### config.mk
export PLATFORM = sky130hd
export DESIGN_NAME = decode_issue_ctrl
export DESIGN_NICKNAME = d
export VERILOG_FILES = /design/src/rtl/decode_issue_ctrl.sv
export SDC_FILE = /design/constraint.sdc
export NUM_CORES = 1
export LEC_CHECK = 0
export BUFFER_PORTS_ARGS = -buffer_cell sky130_fd_sc_hd__buf_4
export CORE_MARGIN = 2
export CORE_UTILIZATION = 55
export DETAILED_ROUTE_END_ITERATION = 10
export PLACE_DENSITY = 0.8
export SYNTH_ARGS = -nofsm -noshare
export SYNTH_HDL_FRONTEND = slang
export SYNTH_HIERARCHICAL = 1
export SYNTH_SLANG_ARGS = --single-unit
### constraint.sdc
create_clock -name clk -period 4.9 [get_ports clk]
set_clock_uncertainty 0.1 [all_clocks]
set_input_delay 0.735 -clock clk [delete_from_list [all_inputs] [get_ports clk]]
set_output_delay 0.735 -clock clk [all_outputs]
set_load 0.01 [all_outputs]
### src/rtl/decode_issue_ctrl.sv
// Decode/issue controller: a small in-order instruction queue feeding an
// immediate decoder, gated by a 32-entry load scoreboard and an illegal-opcode
// halt that only a pipeline flush can clear.

// Immediate extraction for the head instruction, standard RISC-V formats.
module decoder (
    input  logic [31:0] i_instr,
    output logic [31:0] o_imm,
    output logic        o_imm_valid
);

    // Select the immediate layout from the opcode; R-type and unknown opcodes carry none
    always_comb begin
        o_imm       = '0;
        o_imm_valid = 1'b0;
        case (i_instr[6:0])
            7'b0010011, 7'b0000011, 7'b1100111: begin
                o_imm       = {{20{i_instr[31]}}, i_instr[31:20]};
                o_imm_valid = 1'b1;
            end
            7'b0100011: begin
                o_imm       = {{20{i_instr[31]}}, i_instr[31:25], i_instr[11:7]};
                o_imm_valid = 1'b1;
            end
            7'b1100011: begin
                o_imm       = {{19{i_instr[31]}}, i_instr[31], i_instr[7],
                               i_instr[30:25], i_instr[11:8], 1'b0};
                o_imm_valid = 1'b1;
            end
            7'b0110111, 7'b0010111: begin
                o_imm       = {i_instr[31:12], 12'b0};
                o_imm_valid = 1'b1;
            end
            7'b1101111: begin
                o_imm       = {{11{i_instr[31]}}, i_instr[31], i_instr[19:12],
                               i_instr[20], i_instr[30:21], 1'b0};
                o_imm_valid = 1'b1;
            end
            default: begin
                o_imm       = '0;
                o_imm_valid = 1'b0;
            end
        endcase
    end

endmodule

module decode_issue_ctrl #(
    parameter int DEPTH = 2,
    parameter int PC_W  = 32
) (
    input  logic            clk,
    input  logic            rst,
    input  logic            if_valid,
    input  logic [31:0]     if_instr,
    input  logic [PC_W-1:0] if_pc,
    output logic            if_ready,
    output logic            id_valid,
    input  logic            id_ready,
    output logic [31:0]     id_instr,
    output logic [PC_W-1:0] id_pc,
    output logic [31:0]     id_imm,
    output logic            id_imm_valid,
    input  logic            ld_done,
    input  logic [4:0]      ld_rd,
    input  logic            flush,
    output logic            illegal,
    output logic [PC_W-1:0] illegal_pc
);

    localparam int PTR_W = $clog2(DEPTH);
    localparam int CNT_W = PTR_W + 1;
    localparam logic [CNT_W-1:0] FULL = CNT_W'(DEPTH);
    localparam logic [6:0] OP_LOAD = 7'b0000011;

    typedef enum logic {
        RUN  = 1'b0,
        HALT = 1'b1
    } state_t;

    state_t            r_state;
    state_t            w_state_nxt;
    logic [PTR_W-1:0]  r_rd_ptr;
    logic [PTR_W-1:0]  r_wr_ptr;
    logic [CNT_W-1:0]  r_count;
    logic [31:0]       r_instr_q [DEPTH];
    logic [PC_W-1:0]   r_pc_q    [DEPTH];
    logic [31:0]       r_busy;
    logic              r_illegal;
    logic [PC_W-1:0]   r_illegal_pc;

    logic [31:0]       w_head_instr;
    logic [PC_W-1:0]   w_head_pc;
    logic [6:0]        w_opcode;
    logic [4:0]        w_rd;
    logic [4:0]        w_rs1;
    logic [4:0]        w_rs2;
    logic              w_uses_rs1;
    logic              w_uses_rs2;
    logic              w_writes_rd;
    logic              w_legal;
    logic              w_hazard;
    logic              w_not_empty;
    logic              w_enq;
    logic              w_deq;
    logic              w_illegal_evt;
    logic [31:0]       w_ld_clr;
    logic [31:0]       w_busy_eff;
    logic [31:0]       w_busy_nxt;

    assign w_head_instr = r_instr_q[r_rd_ptr];
    assign w_head_pc    = r_pc_q[r_rd_ptr];
    assign w_opcode     = w_head_instr[6:0];
    assign w_rd         = w_head_instr[11:7];
    assign w_rs1        = w_head_instr[19:15];
    assign w_rs2        = w_head_instr[24:20];
    assign w_not_empty  = (r_count != '0);

    assign id_instr   = w_head_instr;
    assign id_pc      = w_head_pc;
    assign illegal    = r_illegal;
    assign illegal_pc = r_illegal_pc;

    // Registered count gates acceptance, so a full queue refuses fetch even while draining
    assign if_ready = (r_count < FULL) && !flush && !rst;
    assign w_enq    = if_valid && if_ready;
    assign w_deq    = id_valid && id_ready;

    decoder u_decoder (
        .i_instr     (w_head_instr),
        .o_imm       (id_imm),
        .o_imm_valid (id_imm_valid)
    );

    // Classify the head opcode by which register fields it reads and writes
    always_comb begin
        w_uses_rs1  = 1'b0;
        w_uses_rs2  = 1'b0;
        w_writes_rd = 1'b0;
        case (w_opcode)
            7'b0010011, 7'b0000011, 7'b1100111: begin
                w_uses_rs1  = 1'b1;
                w_writes_rd = 1'b1;
            end
            7'b0100011, 7'b1100011: begin
                w_uses_rs1 = 1'b1;
                w_uses_rs2 = 1'b1;
            end
            7'b0110011: begin
                w_uses_rs1  = 1'b1;
                w_uses_rs2  = 1'b1;
                w_writes_rd = 1'b1;
            end
            7'b1101111, 7'b0110111, 7'b0010111: begin
                w_writes_rd = 1'b1;
            end
            default: begin
                w_uses_rs1  = 1'b0;
                w_uses_rs2  = 1'b0;
                w_writes_rd = 1'b0;
            end
        endcase
        w_legal = w_uses_rs1 || w_uses_rs2 || w_writes_rd;
    end

    // Effective busy view lets a returning load release its register in the same cycle
    always_comb begin
        w_ld_clr = '0;
        if (ld_done) begin
            w_ld_clr[ld_rd] = 1'b1;
        end
        w_busy_eff    = r_busy & ~w_ld_clr;
        w_busy_eff[0] = 1'b0;
        w_hazard = (w_uses_rs1  && w_busy_eff[w_rs1]) ||
                   (w_uses_rs2  && w_busy_eff[w_rs2]) ||
                   (w_writes_rd && w_busy_eff[w_rd]);
    end

    // Next scoreboard: clear the returning load first so an issuing load's set wins
    always_comb begin
        w_busy_nxt = w_busy_eff;
        if (w_deq && (w_opcode == OP_LOAD) && (w_rd != 5'd0)) begin
            w_busy_nxt[w_rd] = 1'b1;
        end
        w_busy_nxt[0] = 1'b0;
    end

    // Issue/halt decision; an illegal head stays queued and parks the FSM until flush
    always_comb begin
        w_state_nxt   = r_state;
        id_valid      = 1'b0;
        w_illegal_evt = 1'b0;
        case (r_state)
            RUN: begin
                if (!flush && w_not_empty) begin
                    if (!w_legal) begin
                        w_illegal_evt = 1'b1;
                        w_state_nxt   = HALT;
                    end else if (!w_hazard) begin
                        id_valid = 1'b1;
                    end
                end
            end
            HALT: begin
                id_valid = 1'b0;
            end
            default: begin
                w_state_nxt = RUN;
            end
        endcase
        if (flush) begin
            w_state_nxt = RUN;
        end
    end

    // FSM state register
    always_ff @(posedge clk or posedge rst) begin
        if (rst) begin
            r_state <= RUN;
        end else begin
            r_state <= w_state_nxt;
        end
    end

    // Queue pointers and occupancy; flush empties the queue in one cycle
    always_ff @(posedge clk or posedge rst) begin
        if (rst) begin
            r_rd_ptr <= '0;
            r_wr_ptr <= '0;
            r_count  <= '0;
        end else if (flush) begin
            r_rd_ptr <= '0;
            r_wr_ptr <= '0;
            r_count  <= '0;
        end else begin
            if (w_enq) begin
                r_wr_ptr <= r_wr_ptr + 1'b1;
            end
            if (w_deq) begin
                r_rd_ptr <= r_rd_ptr + 1'b1;
            end
            case ({w_enq, w_deq})
                2'b10:   r_count <= r_count + 1'b1;
                2'b01:   r_count <= r_count - 1'b1;
                default: r_count <= r_count;
            endcase
        end
    end

    // Queue storage needs no reset; occupancy decides what is meaningful
    always_ff @(posedge clk) begin
        if (w_enq) begin
            r_instr_q[r_wr_ptr] <= if_instr;
            r_pc_q[r_wr_ptr]    <= if_pc;
        end
    end

    // Load scoreboard register; flush leaves it alone since loads are still in flight
    always_ff @(posedge clk or posedge rst) begin
        if (rst) begin
            r_busy <= '0;
        end else begin
            r_busy <= w_busy_nxt;
        end
    end

    // Illegal pulse and the PC it reports, held until the next illegal event
    always_ff @(posedge clk or posedge rst) begin
        if (rst) begin
            r_illegal    <= 1'b0;
            r_illegal_pc <= '0;
        end else begin
            r_illegal <= w_illegal_evt;
            if (w_illegal_evt) begin
                r_illegal_pc <= w_head_pc;
            end
        end
    end

endmodule
==> summary.md <==
| Metric | Value |
|---|---|
| Outcome | `complete, no violations` |
| Fill cell count | `1218` |
| Via-per-instance ratio | `6.35` |
| Ys async rst share | `35.0%` |
| Hold buffers post-CTS | `0` |
| CTS Root Cell | `clkbuf_16` |
| Core ar. | `17400 um2` |
| Final setup violation count | `0` |
| Detailed placement HPWL | `21300 um` |
| CTS Buf Count | `17` |
| CP Class | `flip-flop to primary output` |
| Mean Syn Cell Area | `12.8 um2` |
| Grt met2 use | `46.6%` |
| Final GP Congestion | `1.01` |
| Starting Density | `56.6%` |
| Register-to-register setup slack | `980 ps` |
| Cell area after synthesis | `9820 um2` |
| Power Density | `338 nW/um2` |
| CTS max path bufs | `2` |
| Crit path max-delay family | `simple AND/OR/NAND/NOR gates` |
| TritonCTS clock tree | `done` |
| Seq cells post-synth | `197` |
| Largest net degree at the start of global routing | `65` |
| Synthesized instance count | `770` |
| Final slew viol count | `0` |
| FF-to-FF path depth | `10` |
| Port-buffer cells | `206` |
| Crit path launch | `r_rd_ptr` |
| IO Pins | `207` |
| YS warnings | `6` |
| Synth top area cells | `edfxtp_1 (39%), dfrtp_1 (18%), mux2_2 (10%)` |
| DRT Pass-1 Iters | `7` |
| Met3 usage | `9.79%` |
| Min-Delay Path Class | `input port to async pin` |
| CP max stage delay | `760 ps` |
| Peak supply drop | `0.000305 V` |
| Worst path bufs/invs | `2` |
| WP depth | `9` |
| Post-synth top area share | `39.1%` |
| Post_cts resized | `0` |
| Area of the multi-input gates | `3910 um2` |
| DRC errors left | `0` |
| Post-CTS setup buffers | `0` |
| Sequential element share of the synthesized area | `56.7%` |
| Setup TNS | `0 ps` |
| Final Non-Filler Cells | `1214` |
| Die ar. | `18900 um2` |
| Main synth FF type | `edfxtp_1` |
| Fin crit period | `4610 ps` |
| CP Max Fanout | `40` |
| Worst slew pin tran | `1250 ps` |
| Worst r2r dst | `r_busy[9]` |
| Sequential standard cell area | `5570 um2` |
| Total gr overflow | `0` |
| Vias | `7714` |
| Post-Syn Nets | `845` |
| First-pass GRT wire length | `42400 um` |
| Post-synth top cells | `edfxtp_1 (128), mux2_2 (87), dfrtp_1 (69)` |
| R2r startpoint | `r_rd_ptr` |
| # Max-Cap Violations | `0` |
| Cell count after placement | `1182` |
| Final WL | `29300 um` |
| Wirelength per Cell | `24.2 um` |
| Arrival time of the worst setup path | `3770 ps` |
| Die width | `138 um` |
| P&R area growth vs syn | `24.4%` |
| Unrepaired setup endpoints after global routing | `false` |
| Critical path endpoint category | `primary output` |
| Top-count cell post-synth | `edfxtp_1` |
| Worst-Skew Late Latency | `440 ps` |
| CP endpoint | `id_valid` |
| Critical Path Start Type | `flip-flop` |
| Ratio of cells with drive above 1 in the final layout | `40.0%` |
| Row count | `48` |
| M1 GR Usage | `40.3%` |
| Total GRT Usage | `30.6%` |
| Final Hold Fails | `0` |
| N_diodes | `0` |
| Nets@finish | `1051` |
| Initial antenna violation count | `0` |
| Yosys cell types | `90` |
| Critical-path cell list | `mux2i_1 > inv_1 > o21ai_0 > o2bb2ai_1 > o2111ai_1 > or4_1 > nor4_2 > nor2_1 > buf_4` |
| Die height | `138 um` |
| Max frequency | `217 MHz` |
| Fin crit share | `94.0%` |
| CP required | `4070 ps` |
| Area leader, netlist | `edfxtp_1` |
| Slew HR | `16.5%` |
| H-Tree Depth | `4` |
| Critical path's slowest cell | `dfrtp_4` |
| Vias in the first global route | `7291` |
| Clk slew on worst S/H paths | `80 ps` |
| # clock sinks | `197` |
| Post-synth EDFFs | `128` |
| Routed Antenna Nets | `0` |
| Initial DRC count | `741` |
| Most Used Layer, Global Route | `met2` |
| Pleak | `0.00487 uW` |
state kept, by name, summed over array words and instances, names as in the netlist:
signal	cells
r_busy	31
illegal	1
r_instr_q	64
r_wr_ptr	1
illegal_pc	32
r_rd_ptr	1
r_count	2
r_pc_q	64
r_state	1
cells by family after synthesis:
logic type,share of synthesized area (%)
DFF,56.7
AOI/OAI and AO/OA,14.9
and+or+nand+nor,11.1
xor gates and xnor gates,0.357
muxes,13.3
buffers and inverters,3.53
through the flow:
stage | util (%) | cell area [um2] | setup WS [ps] | hold WS, ps | power, uW
floorplan | - | 9820 | 52.0 | 389 | 2340
global placement | 66.7 | 11600 | 827 | 391 | 2670
detailed placement | 66.7 | 11600 | 805 | 398 | 2690
CTS | 70.4 | 12200 | 325 | 361 | 4130
global route | 70.4 | 12200 | 180 | 358 | 4250
finish | 70.4 | 12200 | 295 | 375 | 4120
where the power goes:
part | total, uW | internal (uW) | switching [uW] | leakage (uW)
clock | 1460 | 745 | 712 | 0.000306
sequential | 2010 | 1930 | 83.3 | 0.00204
combinational | 657 | 340 | 317 | 0.00253
total | 4120 | 3010 | 1110 | 0.00487
worst min path at each step:
stage | from | endpoint | slack, ps | cells past startpoint
floorplan | r_busy[8] | r_busy[8] | 390 | 2
global placement | illegal_pc[31] | illegal_pc[31] | 390 | 1
detailed placement | illegal_pc[31] | illegal_pc[31] | 400 | 1
CTS | if_pc[3] | r_pc_q[0][3] | 360 | 1
global route | if_pc[4] | r_pc_q[0][4] | 360 | 1
finish | rst | r_state | 380 | 2
cell type report:
type	count	share of cell area, %
inverters	24	0.738
repair buffers	229	14.1
well taps	225	2.30
clock buffers	17	3.48
clock inverters	15	1.73
flip-flops and latches	197	45.6
multi-input cells	507	32.0
layout by cell type, fill, tap and decap left out, drive strengths merged, types with 9 or more instances in the layout:
cell	instances
nor2	37
mux2	91
nor3	10
o21ai	58
a21o	20
and2	12
mux2i	23
o22ai	15
edfxtp	128
nor2b	9
buf	229
inv	28
dfrtp	69
clkinv	10
nand3	19
clkbuf	17
a21oi	12
nor4	10
nand2	40
nand2b	9
per-layer routing:
metal  up-vias  share of wire (%)
li1       3401                  -
met1      3746                 39
met2       470                 46
met3        97                 10
met4         0                4.1
met5         -                  0
Power figures use the tool's default switching activity.
